## src/rtl/sync_dp_ram_clr_if.sv

```systemverilog
// -----------------------------------------------------------------------------
// sync_dp_ram_clr_if
// Bus bundle for the simple-dual-port RAM with clear sequencer.
//   master : drives clear, write port (wr_en/wr_addr/wr_data) and read request
//            (rd_en/rd_addr); observes busy and the read response.
//   slave  : the RAM side; returns busy, rd_data, rd_valid, collision.
// AW is derived from DEPTH so both sides always agree on address width.
// -----------------------------------------------------------------------------
interface sync_dp_ram_clr_if #(
  parameter int WIDTH = 8,
  parameter int DEPTH = 16
);
  localparam int AW = $clog2(DEPTH);

  logic             clear;
  logic             busy;
  logic             wr_en;
  logic [AW-1:0]    wr_addr;
  logic [WIDTH-1:0] wr_data;
  logic             rd_en;
  logic [AW-1:0]    rd_addr;
  logic [WIDTH-1:0] rd_data;
  logic             rd_valid;
  logic             collision;

  modport master (
    output clear, wr_en, wr_addr, wr_data, rd_en, rd_addr,
    input  busy, rd_data, rd_valid, collision
  );

  modport slave (
    input  clear, wr_en, wr_addr, wr_data, rd_en, rd_addr,
    output busy, rd_data, rd_valid, collision
  );
endinterface

```

## src/rtl/sync_dp_ram_clr.sv

```systemverilog
// -----------------------------------------------------------------------------
// sync_dp_ram_clr
// Parametrised simple-dual-port synchronous RAM (one write port, one read
// port, one clock) with a built-in clear sequencer that writes INIT_VAL to
// every word after reset or on request.
//
// Ports:
//   clk    : rising-edge clock
//   rst_n  : asynchronous active-low reset
//   bus    : sync_dp_ram_clr_if.slave
//            clear     in  start a full clear (accepted only when idle)
//            busy      out high while the clear sequencer runs
//            wr_en/wr_addr/wr_data  in  write port (out-of-range writes dropped)
//            rd_en/rd_addr          in  read request
//            rd_data   out read data, holds between reads (0 for out-of-range)
//            rd_valid  out one-cycle pulse marking rd_data
//            collision out aligned with rd_valid; read hit the same-cycle write
//
// Read latency is 1 cycle (OUT_REG=0) or 2 cycles (OUT_REG=1). READ_MODE
// selects old (0) or new (1) data on a same-address read/write collision.
// -----------------------------------------------------------------------------
module sync_dp_ram_clr #(
  parameter int               WIDTH     = 8,
  parameter int               DEPTH     = 16,
  parameter int               READ_MODE = 0,
  parameter int               OUT_REG   = 0,
  parameter logic [WIDTH-1:0] INIT_VAL  = '0
) (
  input  logic               clk,
  input  logic               rst_n,
  sync_dp_ram_clr_if.slave   bus
);
  localparam int AW = $clog2(DEPTH);
  // One extra bit so the range compare also works when DEPTH is a power of 2.
  localparam logic [AW:0]   DEPTH_W  = (AW+1)'(DEPTH);
  localparam logic [AW-1:0] LAST_PTR = AW'(DEPTH - 1);

  typedef enum logic {ST_CLEAR, ST_IDLE} state_e;

  state_e           r_state, w_state_nxt;
  logic [AW-1:0]    r_ptr, w_ptr_nxt;

  logic             w_idle;
  logic             w_wr_ok;
  logic             w_rd_fire;
  logic             w_rd_in_range;
  logic             w_coll;
  logic [WIDTH-1:0] w_rd_word;

  logic [WIDTH-1:0] mem [DEPTH];

  logic             r_rd_valid;
  logic             r_rd_coll;
  logic [WIDTH-1:0] r_rd_data;

  // ---------------------------------------------------------------------------
  // Clear sequencer FSM
  // ---------------------------------------------------------------------------
  always_ff @(posedge clk or negedge rst_n) begin
    if (!rst_n) begin
      r_state <= ST_CLEAR;
      r_ptr   <= '0;
    end else begin
      // NOTE: sequential state uses non-blocking (<=) so every flop samples
      // pre-edge values regardless of statement order.
      r_state <= w_state_nxt;
      r_ptr   <= w_ptr_nxt;
    end
  end

  always_comb begin
    // NOTE: defaults first so no path leaves a combinational output
    // unassigned, which would infer a latch.
    w_state_nxt = r_state;
    w_ptr_nxt   = r_ptr;
    case (r_state)
      ST_CLEAR: begin
        if (r_ptr == LAST_PTR) begin
          w_state_nxt = ST_IDLE;
          w_ptr_nxt   = '0;
        end else begin
          w_ptr_nxt = r_ptr + 1'b1;
        end
      end
      ST_IDLE: begin
        if (bus.clear) begin
          w_state_nxt = ST_CLEAR;
          w_ptr_nxt   = '0;
        end
      end
    endcase
  end

  assign w_idle   = (r_state == ST_IDLE);
  assign bus.busy = (r_state == ST_CLEAR);

  // ---------------------------------------------------------------------------
  // Port qualification: both user ports are dead while clearing.
  // ---------------------------------------------------------------------------
  assign w_wr_ok       = w_idle && bus.wr_en && ({1'b0, bus.wr_addr} < DEPTH_W);
  assign w_rd_fire     = w_idle && bus.rd_en;
  assign w_rd_in_range = ({1'b0, bus.rd_addr} < DEPTH_W);
  // w_wr_ok already implies an in-range address, so equality covers the read.
  assign w_coll        = w_wr_ok && w_rd_fire && (bus.wr_addr == bus.rd_addr);

  always_comb begin
    w_rd_word = '0;
    if (w_rd_in_range) begin
      // mem still holds pre-write contents here, giving read-first naturally.
      if (READ_MODE == 1 && w_coll) w_rd_word = bus.wr_data;
      else                          w_rd_word = mem[bus.rd_addr];
    end
  end

  // ---------------------------------------------------------------------------
  // Storage. The sequencer owns the write port while clearing.
  // ---------------------------------------------------------------------------
  // NOTE: the array has no reset; a reset on every word would prevent RAM
  // inference. The clear sequencer provides the defined initial contents.
  always_ff @(posedge clk) begin
    if (!w_idle)      mem[r_ptr]       <= INIT_VAL;
    else if (w_wr_ok) mem[bus.wr_addr] <= bus.wr_data;
  end

  // ---------------------------------------------------------------------------
  // Read stage 1 (always present)
  // ---------------------------------------------------------------------------
  always_ff @(posedge clk or negedge rst_n) begin
    if (!rst_n) begin
      r_rd_valid <= 1'b0;
      r_rd_coll  <= 1'b0;
      r_rd_data  <= '0;
    end else begin
      r_rd_valid <= w_rd_fire;
      r_rd_coll  <= w_rd_fire && w_coll;
      if (w_rd_fire) r_rd_data <= w_rd_word;
    end
  end

  // ---------------------------------------------------------------------------
  // Optional output stage
  // ---------------------------------------------------------------------------
  if (OUT_REG != 0) begin : g_out_reg
    logic             r_out_valid;
    logic             r_out_coll;
    logic [WIDTH-1:0] r_out_data;

    always_ff @(posedge clk or negedge rst_n) begin
      if (!rst_n) begin
        r_out_valid <= 1'b0;
        r_out_coll  <= 1'b0;
        r_out_data  <= '0;
      end else begin
        r_out_valid <= r_rd_valid;
        r_out_coll  <= r_rd_coll;
        if (r_rd_valid) r_out_data <= r_rd_data;
      end
    end

    assign bus.rd_valid  = r_out_valid;
    assign bus.collision = r_out_coll;
    assign bus.rd_data   = r_out_data;
  end else begin : g_no_out_reg
    assign bus.rd_valid  = r_rd_valid;
    assign bus.collision = r_rd_coll;
    assign bus.rd_data   = r_rd_data;
  end

endmodule

```

## src/flat_wrapper.sv

```systemverilog
// flat-port wrapper written by rule: the top's interface ports become plain ports
module sync_dp_ram_clr_flat 
#(
  parameter int               WIDTH     = 8,
  parameter int               DEPTH     = 16,
  parameter int               READ_MODE = 0,
  parameter int               OUT_REG   = 0,
  parameter logic [WIDTH-1:0] INIT_VAL  = '0
)
  (clk, rst_n, bus_clear, bus_wr_en, bus_wr_addr, bus_wr_data, bus_rd_en, bus_rd_addr, bus_busy, bus_rd_data, bus_rd_valid, bus_collision);
  sync_dp_ram_clr_if #(.WIDTH(WIDTH), .DEPTH(DEPTH)) bus_i ();
  input  logic clk;
  input  logic rst_n;
  input wire logic [$bits(bus_i.clear)-1:0] bus_clear;
  input wire logic [$bits(bus_i.wr_en)-1:0] bus_wr_en;
  input wire logic [$bits(bus_i.wr_addr)-1:0] bus_wr_addr;
  input wire logic [$bits(bus_i.wr_data)-1:0] bus_wr_data;
  input wire logic [$bits(bus_i.rd_en)-1:0] bus_rd_en;
  input wire logic [$bits(bus_i.rd_addr)-1:0] bus_rd_addr;
  output wire logic [$bits(bus_i.busy)-1:0] bus_busy;
  output wire logic [$bits(bus_i.rd_data)-1:0] bus_rd_data;
  output wire logic [$bits(bus_i.rd_valid)-1:0] bus_rd_valid;
  output wire logic [$bits(bus_i.collision)-1:0] bus_collision;
  assign bus_i.clear = bus_clear;
  assign bus_i.wr_en = bus_wr_en;
  assign bus_i.wr_addr = bus_wr_addr;
  assign bus_i.wr_data = bus_wr_data;
  assign bus_i.rd_en = bus_rd_en;
  assign bus_i.rd_addr = bus_rd_addr;
  assign bus_busy = bus_i.busy;
  assign bus_rd_data = bus_i.rd_data;
  assign bus_rd_valid = bus_i.rd_valid;
  assign bus_collision = bus_i.collision;
  sync_dp_ram_clr #(.WIDTH(WIDTH), .DEPTH(DEPTH), .READ_MODE(READ_MODE), .OUT_REG(OUT_REG), .INIT_VAL(INIT_VAL)) u_core (.clk(clk), .rst_n(rst_n), .bus(bus_i));
endmodule
```

## config.mk

```make
export PLATFORM = sky130hd
export DESIGN_NAME = sync_dp_ram_clr_flat
export DESIGN_NICKNAME = d
export VERILOG_FILES = /design/src/rtl/sync_dp_ram_clr_if.sv /design/src/rtl/sync_dp_ram_clr.sv /design/src/flat_wrapper.sv
export SDC_FILE = /design/constraint.sdc
export NUM_CORES = 1
export LEC_CHECK = 0
export CAP_MARGIN = 40
export CORE_MARGIN = 2
export CORE_UTILIZATION = 35
export DETAILED_ROUTE_END_ITERATION = 7
export SLEW_MARGIN = 10
export SYNTH_ARGS = -nofsm -noshare
export SYNTH_HDL_FRONTEND = slang
export SYNTH_SLANG_ARGS = --single-unit
```

## constraint.sdc

```tcl
create_clock -name clk -period 1.9 [get_ports clk]
set_input_delay 0.19 -clock clk [delete_from_list [all_inputs] [get_ports clk]]
set_output_delay 0.19 -clock clk [all_outputs]
set_load 0.005 [all_outputs]
```

-- After elaboration in Yosys (flattened, before gate mapping)
Memory sizes are Yosys's and may differ from the RTL's. A register that Yosys moved wholly into a read port is not among the register bits.
Index checks and enable logic that the tools add are counted.
- output and inout port bits: 11
- memory bits (writable): 128
- register bits after elaboration: 7
- memories kept: 1
- bitwise logic cells: 1
- add/sub/neg operators: 1
- mux-type cells: 13
- reduce and logical (&&, ||, !) cells: 7
- equality and inequality tests: 3
- memory list (name ; depth ; width ; read ports ; clocked after Yosys merged registers in ; wr ports ; RTL line ; source):
    u_core.mem ; 16 ; 8 ; 1 ; 1 ; 1 ; sync_dp_ram_clr.sv:50 ; logic [WIDTH-1:0] mem [DEPTH];
- operator list (cell ; count):
    $mux W4 ; 3
    $mux W8 ; 1
    $pmux W4 S2 ; 1
    $reduce_or A8 Y1 ; 1
    $mux W1 ; 7
    $logic_and A1 B1 Y1 ; 5
    $add A4 B1 Y4 const B ; 1
    $eq A4 B4 Y1 ; 1
    $eq A4 B4 Y1 const B ; 1
    $ne A2 B2 Y1 const B ; 1
    $pmux W1 S2 ; 1
    $logic_not A1 Y1 ; 1
    $not A1 Y1 ; 1

-- Logic depth before layout (Yosys ltp)
- word-level depth: 6
- depth in mapped cells: 6
- mapped depth without buffers: 5

-- Least setup slack after synthesis
Ideal clock, no wire load.
- kind: reg-to-reg
- start: reg u_core.r_state
- end: mem u_core.mem[2][0] (enable)
- setup slack: 0.266 ns
- library setup time: 0.370 ns
- data arrival time: 1.264 ns
- stages on the path, launching flop included: 5
- clock period less this slack: 1.634 ns
- cells stage by stage: dfrtp_1 -> nand2_1 -> nor3b_1 -> a31oi_1 -> nor2_1
- cells in the longest elaborated chain, start to end: 6
- elaborated cells between the ends (all ways): 8
- those cells by class: 6 x mux; 2 x reduce/logical
- ends and longest elaborated chain (item ; RTL line ; source):
    start, declared ; sync_dp_ram_clr.sv:40 ; state_e r_state, w_state_nxt;
    start signal, assigned ; sync_dp_ram_clr.sv:66 ; r_state <= w_state_nxt;
    $logic_and A1 B1 Y1 ; sync_dp_ram_clr.sv:100 ; assign w_wr_ok = w_idle && bus.wr_en && ({1'b0, bus.wr_addr} < DEPTH_W);
    $mux W1 ; sync_dp_ram_clr.sv:122 ; else if (w_wr_ok) mem[bus.wr_addr] <= bus.wr_data;
    $mux W1 ; sync_dp_ram_clr.sv:121 ; if (!w_idle) mem[r_ptr] <= INIT_VAL;
    $mux W1 (not written as such) ; sync_dp_ram_clr.sv:122 ;
    $reduce_or A8 Y1 (no source line) ; n/a ;
    $mux W4 (no source line) or $mux W1 (tied branches) ; n/a ;
    end, declared ; sync_dp_ram_clr.sv:50 ;
Several ways; a longest one is shown, not always the timed one.

-- Final worst setup path
- start: reg u_core.r_state
- end: mem u_core.mem[12][2] (enable)
Same word-level chain as after synthesis.

==> flow_summary.yaml <==
synth:
  yosysMostFrequentCell: "edfxtp_1"
  synth_cells: 378
  synth_edf_count: 128
  synthTopCellsByArea: "edfxtp_1 (66%), mux2i_1 (11%), dfrtp_1 (6.5%)"
  syn_nets: 400
  ys_seq_elements: 143
  synth_seq_area_share: 0.7259
  syn_avg_cell_area_sq_um: 15.38
  synthTopCellsByCount: "edfxtp_1 (128), mux2i_1 (61), nand2_1 (38)"
  ys_async_sr_fraction: 0.1049
  netlist.area_leader.share: 0.6614
  syn-cell-area_sq_um: 5812
  ys_types: 36
  ys.flop_type: "edfxtp_1"
  ys_warn_count: 0
  yosysTopAreaCell: "edfxtp_1"
timing:
  clock.fmax_mhz: 535.4
  worst_pin_slew_ps: 835.6
  setup_viol: 0
  slew_headroom: 0.4429
  final.period_utilization: 0.9831
  finClkSkew_ps: 16.19
  fin_crit_ps: 1868
  hold_viol: 0
  rsz0062_at_grt: "yes"
  slew_viol_final: 0
clock_tree:
  cts_tree: "yes"
  postCtsSetupBuffers: 0
  cts_sinks: 143
  clk_pin_slew_worst_paths_ps: 60
  htreeDepth: 4
  clk_path_buf_depth: 2
  postCtsHoldBufs: 0
  clk_latency_ps: 420
  root_buffer: "clkbuf_16"
  cts_buffers: 17
final_layout:
  diodes: 0
  layout-drive-gt1-share: 0.1717
  area_growth_pct: 24.80
  nets: 475
  fin_area_sq_um: 7253
routing:
  drt_first_pass_iters: 5
  initialDrtViolationCount: 297
  ant_nets: 0
  wl_per_cell_microns: 18.70
  drc_errors: 0
  vias: 3345
  wirelength_microns: 12830
  via_per_inst: 4.876
global_route:
  grt_usage: 0.1527
  grt_first_pass_wirelength_microns: 19820
  gr-total-overflow: 0
  grt_pass1_vias: 3315
  grt_start_max_net_pins: 17
  grt_antenna_before_repair: 0
power_and_ir_drop:
  powerDensity_nw_per_um2: 1312
  switchingPower_mw: 2.448
  p_int_mw: 7.065
  power.leakage_nw: 2.690
  power.total_mw: 9.513
  seqPwrFrac: 0.457
  p_clk_frac: 0.358
  peakVddDrop_v: 0.0006750
  comb_power_share: 0.185
  swShare: 0.2573
hold_path:
  hold_path.class: "input pin to async pin"
placement:
  gp_congestion: 0.8340
  port_buffers: 31
  hpwl_microns: 8862
  postPlaceCellArea_sq_um: 6625
setup_path:
  r2r_setup_slack_ps: 30
  crit_chain: "nand2_1 > nor3_1 > a31oi_1 > nor2_1"
  cp_slowest_cell: "nor2_1"
  crit_fanout: 8
  endpoint_kind: "flip-flop"
  critPathLaunchType: "flip-flop"
  critPathArrivalTime_ps: 1910
  rr_worst_depth: 4
  cpPeakStageDelay_ps: 620
  worstPathRequired_ps: 1940
  crit_type: "flip-flop to flip-flop"
die:
  io_pins: 32
  die_h_microns: 132.9
  core-area_sq_um: 16410
  rows: 47
  die_area_sq_um: 17650
  initial_core_util: 0.3542
  dieWidth_microns: 132.9
run_status:
  outcome: "finished, final reports clean"
flow_run:
  max-cap-violations: 0
## power by group through the flow
stage / Combinational [mW] / Clock [mW] / Sequential, mW
final: 1.76 / 3.41 / 4.35
after global routing: 1.93 / 3.60 / 4.40
after CTS: 1.75 / 3.46 / 4.35
after detailed placement: 1.73 / 0 / 4.41
after global placement: 1.70 / 0 / 4.39
after floorplan: 0.897 / 0 / 4.35
## layer usage
| metal | vias to the layer above | track usage | part of all wire |
|---|---|---|---|
| li1 | 1602 | - | - |
| met1 | 1643 | 0.2156 | 0.47 |
| met2 | 89 | 0.2395 | 0.48 |
| met3 | 11 | 0.02414 | 0.040 |
| met4 | 0 | 0.05675 | 0.011 |
| met5 | - | 0 | 0 |
## sequential cells by signal (all words and copies together), names as in the netlist
| name | cells |
|---|---|
| u_core.bus.rd_valid | 1 |
| u_core.bus.rd_data | 8 |
| u_core.r_state | 1 |
| u_core.mem | 128 |
| u_core.bus.collision | 1 |
| u_core.r_ptr | 4 |
## worst max-delay path, delay by kind of cell (launching register included)
family           cells  cell delay (ps)
AND/OR/NAND/NOR      3              950
AO/OA/AOI/OAI        1              130
flip-flops           1              420
## per-stage QoR
| stage | util | worst slack [ps] | TNS (ps) | hold slack, ps | std cells |
|---|---|---|---|---|---|
| 6_report | 0.4421 | 32.18 | 0 | 100.4 | 686 |
| 3_5_place_dp | 0.4038 | -290.3 | -16540 | 466.9 | 654 |
| 3_3_place_gp | 0.4029 | -206.2 | -13530 | 462.6 | 653 |
| 4_1_cts | 0.4416 | 13.54 | 0 | 98.04 | 686 |
| 2_1_floorplan | - | 266.0 | 0 | -105.6 | 378 |
| 5_1_grt | 0.4421 | -65.91 | -1069 | 121.8 | 686 |
## placed cells by master (no fill, tap or decap), types with 5 or more instances in the layout
cell type,netlist,routed
edfxtp_1,128,128
mux2i_1,61,61
buf_4,6,39
nand2_1,38,38
clkdlybuf4s50_1,0,30
nor2_1,22,18
nand3_1,17,17
clkbuf_16,0,17
a22oi_1,15,15
dfrtp_1,15,15
a21oi_1,9,9
nand4_1,9,9
and3_1,8,8
inv_1,5,5
a31oi_1,5,5
o21ai_0,5,5
## area by class of cell
type                       instances  area [sq um]
clock inverter                    14         188.9
clock buffer                      18         429.2
timing repair buffer              72         648.1
sequential                       143          4219
tap                              220         275.3
fill                            1447          9154
multi-input combinational        214          1474
inverter                           5         18.77
## cells by family (layout without fill, tap and decap cells)
family,count (synthesis),after routing,synth area share
compound gates,40,40,0.04564
xor+xnor,4,4,0.006029
fa+ha+maj,1,1,0.002153
buf+inv,21,109,0.02217
flops,143,143,0.7259
mux,63,63,0.1128
simple gates,106,106,0.08526
## timing repair
item,CTS,global route
cloned,0,0
setup endpoints to repair,8,48
resized for setup,1,3
## path summary, 6_finish.rpt
path	end	from
worst max-delay path	u_core.mem[12][2]$_DFFE_PP_	u_core.r_state$_DFF_PN0_
worst min-delay path	u_core.bus.collision$_DFF_PN0_	rst_n
worst max register to register	u_core.mem[12][2]$_DFFE_PP_	u_core.r_state$_DFF_PN0_
worst min register to register	u_core.bus.rd_data[6]$_DFFE_PN0P_	u_core.bus.rd_data[6]$_DFFE_PN0P_
max in group asynchronous	u_core.bus.rd_data[4]$_DFFE_PN0P_	rst_n
min in group clk	u_core.r_ptr[1]$_DFFE_PN0P_	bus_clear
(Power assumes the default switching activity.)
